## src/rtl/board_generator_seq.sv

```systemverilog
// Sequential board generator: fills a ROWS x COLS board of colour codes from a
// seedable 16-bit LFSR, nudging any colour that would complete a run of three.
module board_generator_seq #(
    parameter int          ROWS       = 8,
    parameter int          COLS       = 8,
    parameter int          CELL_W     = 3,
    parameter int          NUM_COLORS = 6,
    parameter logic [15:0] SEED       = 16'hACE1
) (
    input  logic                        clk,
    input  logic                        rst,
    input  logic                        fresh,
    input  logic                        seed_load,
    input  logic [15:0]                 seed_in,
    output logic [ROWS*COLS*CELL_W-1:0] new_board,
    output logic                        if_generated,
    output logic                        busy
);
    localparam int                RW         = $clog2(ROWS);
    localparam int                CW         = $clog2(COLS);
    localparam int                BW         = ROWS * COLS * CELL_W;
    localparam logic [RW-1:0]     ROW_LAST   = RW'(ROWS - 1);
    localparam logic [CW-1:0]     COL_LAST   = CW'(COLS - 1);
    localparam logic [CELL_W-1:0] COLOR_LAST = CELL_W'(NUM_COLORS - 1);
    localparam logic [CELL_W:0]   NC_EXT     = (CELL_W + 1)'(NUM_COLORS);

    typedef enum logic [1:0] {IDLE, DRAW, CHECK, DONE} state_t;

    state_t            state;
    logic [15:0]       lfsr;
    logic [RW-1:0]     row;
    logic [CW-1:0]     col;
    logic [CELL_W-1:0] cand;
    logic [CELL_W-1:0] work [ROWS][COLS];

    logic [15:0]       lfsr_step;
    logic [CELL_W:0]   raw_ext;
    logic [CELL_W-1:0] drawn;
    logic [CELL_W-1:0] cand_inc;
    logic              last_cell;
    logic [RW-1:0]     r1, r2;
    logic [CW-1:0]     c1, c2;
    logic              illegal;
    logic [BW-1:0]     board_next;

    assign lfsr_step = {lfsr[14:0], lfsr[15] ^ lfsr[13] ^ lfsr[12] ^ lfsr[10]};
    // Raw code is below 2*NUM_COLORS, so one subtraction folds it into range.
    assign raw_ext   = {1'b0, lfsr[CELL_W-1:0]};
    assign drawn     = (raw_ext >= NC_EXT) ? CELL_W'(raw_ext - NC_EXT) : lfsr[CELL_W-1:0];
    assign cand_inc  = (cand == COLOR_LAST) ? '0 : cand + 1'b1;
    assign last_cell = (row == ROW_LAST) && (col == COL_LAST);

    always_comb begin
        // NOTE: every output of this block gets a default first so no path leaves one unassigned (no latch).
        c1      = '0;
        c2      = '0;
        r1      = '0;
        r2      = '0;
        illegal = 1'b0;
        if (col >= CW'(2)) begin
            c1      = col - CW'(1);
            c2      = col - CW'(2);
            illegal = (work[row][c1] == cand) && (work[row][c2] == cand);
        end
        if (row >= RW'(2)) begin
            r1      = row - RW'(1);
            r2      = row - RW'(2);
            illegal = illegal || ((work[r1][col] == cand) && (work[r2][col] == cand));
        end
    end

    // The final cell is still in cand on the completing edge, so overlay it.
    always_comb begin
        board_next = '0;
        for (int r = 0; r < ROWS; r++) begin
            for (int c = 0; c < COLS; c++) begin
                board_next[(r*COLS+c)*CELL_W +: CELL_W] = work[r][c];
            end
        end
        board_next[(ROWS*COLS-1)*CELL_W +: CELL_W] = cand;
    end

    // NOTE: sequential state uses non-blocking assignments so every register samples pre-edge values.
    always_ff @(posedge clk or posedge rst) begin
        if (rst) begin
            state        <= IDLE;
            lfsr         <= SEED;
            row          <= '0;
            col          <= '0;
            cand         <= '0;
            new_board    <= '0;
            if_generated <= 1'b0;
            busy         <= 1'b0;
            // NOTE: the work buffer is flop storage and is cleared so an aborted board never leaks into a later one.
            for (int r = 0; r < ROWS; r++) begin
                for (int c = 0; c < COLS; c++) begin
                    work[r][c] <= '0;
                end
            end
        end else begin
            case (state)
                IDLE: begin
                    if (seed_load) begin
                        lfsr <= (seed_in != 16'h0000) ? seed_in : SEED;
                    end else if (fresh) begin
                        row   <= '0;
                        col   <= '0;
                        busy  <= 1'b1;
                        state <= DRAW;
                    end
                end
                DRAW: begin
                    cand  <= drawn;
                    lfsr  <= lfsr_step;
                    state <= CHECK;
                end
                CHECK: begin
                    if (illegal) begin
                        cand <= cand_inc;
                    end else begin
                        work[row][col] <= cand;
                        if (last_cell) begin
                            new_board    <= board_next;
                            if_generated <= 1'b1;
                            busy         <= 1'b0;
                            state        <= DONE;
                        end else begin
                            if (col == COL_LAST) begin
                                col <= '0;
                                row <= row + 1'b1;
                            end else begin
                                col <= col + 1'b1;
                            end
                            state <= DRAW;
                        end
                    end
                end
                DONE: begin
                    if (!fresh) begin
                        if_generated <= 1'b0;
                        state        <= IDLE;
                    end
                end
                default: state <= IDLE;
            endcase
        end
    end

endmodule

```

## config.mk

```make
export PLATFORM = sky130hd
export DESIGN_NAME = board_generator_seq
export DESIGN_NICKNAME = d
export VERILOG_FILES = /design/src/rtl/board_generator_seq.sv
export SDC_FILE = /design/constraint.sdc
export NUM_CORES = 1
export LEC_CHECK = 0
export CORE_MARGIN = 4
export CORE_UTILIZATION = 46
export DETAILED_ROUTE_END_ITERATION = 12
export PLACE_DENSITY = 0.72
export SLEW_MARGIN = 20
export SYNTH_ARGS = -nofsm -noshare
export SYNTH_HDL_FRONTEND = slang
export SYNTH_SLANG_ARGS = --single-unit
```

## constraint.sdc

```tcl
create_clock -name clk -period 21.7 [get_ports clk]
set_input_delay 4.34 -clock clk [delete_from_list [all_inputs] [get_ports clk]]
set_output_delay 4.34 -clock clk [all_outputs]
set_load 0.01 [all_outputs]
```

==> impl_metrics.tcl <==
set metrics [dict create \
    status "finished, final reports clean" \
    skew_final_ps 19.13 \
    post_synth_top_cells "dfrtp_1 (405), mux2_2 (271), mux2_1 (132)" \
    rsz0062_at_grt "false" \
    critPathKind "reg2reg" \
    cts.sinks 413 \
    netSwitchingPower_uw 814.4 \
    final_cells 2452 \
    insertion_delay_ps 570 \
    numCtsBuffers 44 \
    core_um2 47750 \
    grt_first_pass_wirelength_mm 101.3 \
    syn-num-nets 1678 \
    die_width_um 227.6 \
    cts_post_setup_buffers_inserted 0 \
    tightest_slew_ps 1051 \
    count_of_pins_on_the_block_boundary 214 \
    netlist_instances 1642 \
    layout-drive-gt1-share_pct 29.91 \
    hold_viol 0 \
    htree_levels 2 \
    timing.critical_path.arrival_ps 7250 \
    dp.cells 2372 \
    critical_path_peak_fanout 77 \
    number_of_global_route_vias_before_repair 15659 \
    floorplan.die_area_um2 51780 \
    layout_worst_path_cycle_share_pct 31.38 \
    detail_route.iter0.violations 1598 \
    ctsRootBufferMaster "clkbuf_16" \
    yosys_top_cell_by_area "dfrtp_1" \
    maxCapViolCount 0 \
    hpwl_detailed_mm 46.24 \
    layout-area-overhead-vs-synth_pct 17.20 \
    pin_count_of_the_biggest_net_entering_global_routing 176 \
    critPathCaptureType "flop" \
    report.final.setup_viol 0 \
    power_density_nw_per_um2 89.82 \
    cell_internal_power_uw 1520 \
    unique_masters_post_synth 70 \
    die-height_um 227.6 \
    post_drt_via_cell_ratio 6.303 \
    detail_route.wirelength_mm 66.23 \
    proportion_of_synthesized_chip_area_in_sequential_cells_pct 46.65 \
    post_cts_hold_buffer_count 0 \
    power.sequential.fraction_pct 40.8 \
    gp_congestion 0.9899 \
    drc_errors 0 \
    netlist_top_cells_area "dfrtp_1 (46%), mux2_2 (14%), mux4_2 (11%)" \
    route.vias.total 15455 \
    clockPowerShare_pct 31.9 \
    power.share.switching_pct 34.89 \
    max-vdd-ir-drop_mv 0.05455 \
    clockBufferDepth 3 \
    post_synth.cell_area_avg_um2 13.50 \
    yosys_most_used_dff "dfrtp_1" \
    post-synth-top-area-fraction_pct 45.70 \
    pwr-share-comb_pct 27.3 \
    class_of_the_most_critical_hold_timing_path "reg2reg" \
    antenna_violations_before_repair 2 \
    num_rows 80 \
    drtPass1Iterations 5 \
    leakage_power_of_the_design_uw 0.01136 \
    postSynth.asyncResetShare_pct 100.0 \
    report.final.slew_viol_count 0 \
    achievable-frequency_mhz 146.8 \
    setup_total_negative_slack_ps 0 \
    syn_area_um2 22180 \
    finalCriticalPeriod_ps 6810 \
    critPathRequiredTime_ps 22140 \
    cts_tree "built" \
    fillers 3919 \
    yosysWarningCount 0 \
    cts_repair_resize_count 0 \
    floorplan.initialDensity_pct 46.44 \
    drt-wirelength-per-cell_um 27.01 \
    maxSlewHeadroom_pct 29.94 \
    sum_of_internal_switching_and_leakage_power_uw 2334 \
    nets 1839 \
    clk_pin_slew_ps 60 \
    number_of_synthesized_flops_with_an_enable_pin 0 \
    critPathLaunchType "flop" \
    antenna_left 0 \
    globalRoute.totalOverflow 0 \
    post-synth-top-count-cell "dfrtp_1" \
    grt.total_usage_pct 25.73 \
    io_buffer_count 213 \
    synth_register_bits 413 \
]
==> worst max-delay path, stage by stage (launching register included) <==
cell,delay (ps)
dfrtp_4,810
inv_2,520
ha_2,910
buf_4,510
nor2b_1,570
a221oi_1,210
a221oi_1,330
a41oi_1,90
xnor2_1,180
nor4_2,430
a31oi_4,260
nand2_4,490
buf_4,830
mux2_2,420
==> final timing paths <==
path / depth (start not counted) / end / from / slack [ps]
hold reg to reg: 1 / new_board[171] / new_board[171] / 490
max in group asynchronous: 4 / row[0] / rst / 15030
setup / recovery: 13 / new_board[99] / row[0] / 14890
setup reg to reg: 13 / new_board[99] / row[0] / 14890
min in group asynchronous: 2 / new_board[49] / rst / 4310
hold / removal: 1 / new_board[171] / new_board[171] / 490
==> routing by layer <==
layer | GRT usage (%) | vias to the layer above | part of all wire [%]
li1 | - | 6527 | -
met1 | 36.57 | 8026 | 42
met2 | 40.05 | 778 | 46
met3 | 6.022 | 124 | 8.4
met4 | 7.281 | 0 | 3.0
met5 | 0 | - | 0
==> registers in the layout (all words and copies together) (netlist names) <==
name,cells
if_generated,1
lfsr,16
col,3
work,3
state,2
busy,1
cand,3
row,3
board_next,189
new_board,192
==> cell type report <==
cell class	count	area, µm²	share of cell area, %
well taps	615	769.5	2.961
flip-flops and latches	413	10350	39.84
diodes	5	12.51	0.04814
multi-input cells	1093	11030	42.45
clock inverters	14	143.9	0.5537
repair buffers	238	2332	8.974
clock buffers	61	1286	4.949
inverters	13	56.30	0.2166
==> kinds of logic (layout without fill, tap and decap cells) <==
logic type,after synthesis,after routing,synth area share [%]
other cells,0,5,0
xor+xnor,9,9,0.4740
simple gates,324,324,7.809
fa+ha+maj,16,16,0.9028
flops,413,413,46.65
buf+inv,136,326,3.707
compound gates,142,142,4.689
mux,602,602,35.77
==> power by group through the flow <==
stage	clock (µW)	combinational, µW	sequential (µW)
after CTS	757	627	948
after global placement	0	615	956
after detailed placement	0	623	962
after global routing	794	679	960
final	746	636	952
after floorplan	0	487	896
==> placed cells by master, fill, tap and decap left out, types with 7 or more instances in the layout <==
cell / count
a21oi_1: 13
a221oi_1: 7
a22oi_1: 22
a31oi_1: 15
and2_1: 9
and3_1: 8
buf_4: 24
clkbuf_16: 45
clkbuf_8: 10
clkdlybuf4s50_1: 213
dfrtp_1: 399
dfstp_2: 8
ha_1: 14
inv_1: 8
mux2_1: 132
mux2_2: 271
mux2i_1: 87
mux4_2: 112
nand2_1: 112
nand3_1: 34
nor2_1: 33
nor2b_1: 14
nor3_1: 39
nor3_2: 40
o211ai_1: 9
o21ai_0: 21
o22ai_1: 16
==> through the flow <==
step / hold slack, ps / area [µm²] / utilization (%) / setup WS, ps
floorplan: 465.7 / 22180 / - / 5880
global placement: 475.4 / 24540 / 51.40 / 14410
detailed placement: 480.0 / 24540 / 51.40 / 14330
CTS: 493.5 / 25970 / 54.40 / 14880
global route: 502.6 / 25980 / 54.41 / 14420
finish: 488.1 / 25990 / 54.43 / 14890
(Power assumes the default switching activity.)
==> RTL edit 1: new RTL, same settings <==
Register the output `new_board` once more, with the module's reset; this adds one clock of latency there. The other outputs are not delayed to match.
--- a/src/rtl/board_generator_seq.sv
+++ b/src/rtl/board_generator_seq.sv
@@ -27,2 +27,4 @@
     typedef enum logic [1:0] {IDLE, DRAW, CHECK, DONE} state_t;
+
+    logic [ROWS*COLS*CELL_W-1:0] new_board_s0;
 
@@ -90,3 +92,3 @@
             cand         <= '0;
-            new_board    <= '0;
+            new_board_s0 <= '0;
             if_generated <= 1'b0;
@@ -122,3 +124,3 @@
                         if (last_cell) begin
-                            new_board    <= board_next;
+                            new_board_s0 <= board_next;
                             if_generated <= 1'b1;
@@ -148,2 +150,10 @@
 
+    always_ff @(posedge clk or posedge rst) begin
+        if (rst) begin
+            new_board <= '0;
+        end else begin
+            new_board <= new_board_s0;
+        end
+    end
+
 endmodule
Function: not settled (the Yosys comparison gave no result); the edit may change what the design does.
==> RTL edit 1 against the unedited design <==
- synthesized cell count increased by 12%
- global-route usage decreased by 2.5 points
- wire length increased by 14%
- area after synthesis increased by 26%
- total power increased by 29%
- cell area increased by 25%
- sequential cell count increased by 192
- worst setup slack got worse by 0.92 ns
- critical path type is now in -> async
- critical endpoint is now row[0]
- largest cell class is now sequential cells
- highest routed layer unchanged
==> RTL edit 1: results (changes against the unedited design) <==
* Setup crit end: row[0] (was new_board[99])
* Measured slew at the worst slew-check pin at 1.04 ns (was 1.05 ns)
* Diodes inserted at 0 (was 5)
* CP Launch Point: rst (was row[0])
* Synth cell count leaders: 597 x dfrtp_1, 180 x mux2_2, 157 x mux2_4, 138 x mux4_2, 63 x clkbuf_1 (was 405 x dfrtp_1, 271 x mux2_2, 132 x mux2_1, 113 x nand2_1, 112 x mux4_2)
* Worst-Skew Late Latency at 0.62 ns (was 0.57 ns)
* DR pass1 iterations at 6 (was 5)
* Initial drt markers at 1,573 (was 1,598)
* Initial antenna violation count at 0 (was 2)
* Vias/cell at 5.99 (was 6.30)
* R2r startpoint: row[1] (was row[0])
* Inserted Clock Buffers at 59 (was 44)
* Status: finished clean (unchanged)
* Synth Area in Compound Gates at 3.92% (was 4.69%)
* Cells on worst reg2reg path at 15 (was 13)
* Filler cells at 4,728 (was 3,919)
* Placement Setup Slack at 13.16 ns (was 14.33 ns)
* GPL Wtd Cong at 0.927 (was 0.990)
* Post-layout nets at 2,032 (was 1,839)
* Post-Synth Adder-Cell Area at 0.716% (was 0.903%)
* Mapped Nets at 1,870 (was 1,678)
* Placed cell area at 30,400 sq um (was 24,500 sq um)
* Register area share after synthesis at 54.2% (was 46.7%)
* Share of cells above drive strength 1 at 32.6% (was 29.9%)
* Global-route usage over all layers at 23.2% (was 25.7%)
* Multiplexer share of the synthesized area at 31.1% (was 35.8%)
* Area growth from synthesis to layout at 16.0% (was 17.2%)
* Critical path data arrival time at 8.24 ns (was 7.25 ns)
* Area contributors post-synth: dfrtp_1 53%, mux4_2 11%, mux2_4 8.4% (was dfrtp_1 46%, mux2_2 14%, mux4_2 11%)
* Synth cell types at 75 (was 70)
* Reg-to-reg endpoint: new_board_s0[180] (was new_board[99])
* Max VDD drop at 0.0000625 V (was 0.0000545 V)
* Final Non-Filler Cells at 2,824 (was 2,452)
* Routed len/inst at 26.7 um (was 27.0 um)
* Vias in the first global route at 17,505 (was 15,659)
* Skew final at 0.0237 ns (was 0.0191 ns)
RTL edit 1: routing by layer:
layer,GRT usage (%),up-vias,wire length [um]
met3,3.64,168,4890
met4,9.54,0,3620
met1,30.8,8893,30300
li1,-,7140,-
met5,0,-,0
met2,38.5,712,36500
RTL edit 1: worst max-delay path, stage by stage:
cell             delay, ns
clkdlybuf4s50_1       0.49
inv_8                 0.63
buf_4                 0.85
buf_4                 0.87
buf_4                 0.81
RTL edit 1: final cells by class:
type,instances,share of cell area (%)
well taps,782,3.02
flip-flops and latches,605,46.7
clock buffers,89,5.46
repair buffers,244,7.37
multi-input cells,1067,36.5
clock inverters,18,0.744
inverters,19,0.243
RTL edit 1: logic make-up (layout without fill, tap and decap cells):
group,count (synthesis),in the layout
simple gates,301,301
flops,605,605
xor+xnor,7,7
mux,587,587
compound gates,156,156
fa+ha+maj,16,16
buf+inv,162,370
RTL edit 1: power by group:
group / switching (uW) / internal (uW)
combinational: 358 / 256
clock: 425 / 622
sequential: 144 / 1210
total: 927 / 2090
RTL edit 1: how the worst min path moves through the flow:
stage | from | end | slack, ns | cells after the start
after floorplan | new_board_s0[169] | new_board[169] | 0.35 | 0
after global placement | new_board_s0[191] | new_board[191] | 0.36 | 0
after detailed placement | new_board_s0[189] | new_board[189] | 0.36 | 0
after CTS | new_board_s0[24] | new_board[24] | 0.36 | 0
after global routing | new_board_s0[149] | new_board[149] | 0.38 | 0
final | new_board_s0[24] | new_board[24] | 0.37 | 0
==> RTL edit 2: new RTL, same settings <==
Without the edit above. The parameter `ROWS` goes from 8 to 4.
--- a/src/rtl/board_generator_seq.sv
+++ b/src/rtl/board_generator_seq.sv
@@ -3,3 +3,3 @@
 module board_generator_seq #(
-    parameter int          ROWS       = 8,
+    parameter int          ROWS       = 4,
     parameter int          COLS       = 8,
Interface: changed (resized new_board); port bits go from 214 to 118. No check against the original RTL was run, so the function may have changed too.
==> RTL edit 2 against the unedited design <==
- critical path depth did not move
- worst setup slack improved by 0.74 ns
- non-clock buffer count decreased by 107
- area after synthesis down 44%
- cell area is 44% lower
- wire length shrank 49%
- sequential cell count shrank 193
- sequential share of layout area shrank 2.0 points
- die area decreased by 43%
- sequential power fell by 34%
- total power decreased by 24%
- critical path type unchanged
- largest power group is now combinational cells
==> RTL edit 2: results (changes against the unedited design) <==
* Fin Hold WS at 0.474 ns (was 0.488 ns)
* FF-to-FF setup slack at 15.63 ns (was 14.89 ns)
* Crit path largest cell delay at 0.85 ns (was 0.91 ns)
* Inserted Clock Buffers at 24 (was 44)
* Mapped Nets at 987 (was 1,678)
* Worst-Skew Late Latency at 0.52 ns (was 0.57 ns)
* Max reg flops at 96 (was 192)
* Initial drt markers at 786 (was 1,598)
* Total Routed Length at 33,700 um (was 66,200 um)
* Hold endpoint: lfsr[5] (was new_board[171])
* Global-route usage over all layers at 22.7% (was 25.7%)
* # port buffers at 117 (was 213)
* Hold depth at 2 (was 1)
* First-pass GRT wire length at 52,400 um (was 101,000 um)
* DRT met1 WL at 15,000 um (was 27,900 um)
* Post-layout nets at 1,068 (was 1,839)
* Area contributors post-synth: dfrtp_1 43%, mux2_2 16%, mux4_2 13% (was dfrtp_1 46%, mux2_2 14%, mux4_2 11%)
* Metal2 WL at 15,100 um (was 30,800 um)
* Area growth from synthesis to layout at 17.2% (about the same)
* Filler cells at 2,177 (was 3,919)
* Synth cell types at 58 (was 70)
* M3 GR Usage at 4.55% (was 6.02%)
* Upper clock frequency limit at 165 MHz (was 147 MHz)
* Psw at 692 uW (was 814 uW)
* Initial antenna violation count at 0 (was 2)
* P_leak at 0.00631 uW (was 0.0114 uW)
* Slowest CP cell: ha_1 (was ha_2)
* Status: finished clean (unchanged)
* Share of cells above drive strength 1 at 33.2% (was 29.9%)
* Largest net degree at the start of global routing at 85 (was 176)
* Syn Inst Count at 955 (was 1,642)
* Routed len/inst at 24.3 um (was 27.0 um)
* Critical path data arrival time at 6.45 ns (was 7.25 ns)
* Hpwl dp at 23,000 um (was 46,200 um)
* R2r startpoint: col[1] (was row[0])
* Placed cell area at 13,700 sq um (was 24,500 sq um)
* Met2 Use GR at 33.6% (was 40.0%)
* Reg-to-reg endpoint: new_board[37] (was new_board[99])
* Met3 wire len at 2830 um (was 5570 um)
* Max VDD drop at 0.0000728 V (was 0.0000545 V)
* GPL Wtd Cong at 0.935 (was 0.990)
* Diodes inserted at 0 (was 5)
* Crit-path max FO at 58 (was 77)
* Register area share after synthesis at 44.3% (was 46.7%)
* Vias in the first global route at 8,761 (was 15,659)
* Power, Total at 1780 uW (was 2330 uW)
* Skew final at 0.0255 ns (was 0.0191 ns)
* Vias/cell at 6.32 (was 6.30)
* Clk power at 430 uW (was 746 uW)
* Placement Setup Slack at 15.45 ns (was 14.33 ns)
* Measured slew at the worst slew-check pin at 1.10 ns (was 1.05 ns)
-- RTL edit 2: cell count changes after synthesis, moves of 17 or more --
cell,delta
mux2_2,-99
mux4_2,-39
mux2_1,-131
nand2_1,-71
nor3_2,-40
mux2_4,+29
a22oi_1,-17
dfrtp_1,-193
nor3_1,-34
mux2i_1,-37
-- RTL edit 2: logic make-up after synthesis --
family                     Yosys count  share of synthesized area [%]
AOI/OAI and AO/OA                  104                           5.85
xor gates and xnor gates             5                          0.352
adders and majority gates           12                           1.21
buffers and inverters               93                           3.80
DFF                                220                           44.3
muxes                              325                           36.4
and+or+nand+nor                    196                           8.08
-- RTL edit 2: final cells by class --
type                            count  area share, %
Multi-Input combinational cell    642           44.3
Sequential cell                   220           37.9
Timing Repair Buffer              131           8.75
Clock buffer                       34           5.00
Tap cell                          335           2.87
Clock inverter                      7          0.772
Inverter                           17          0.489
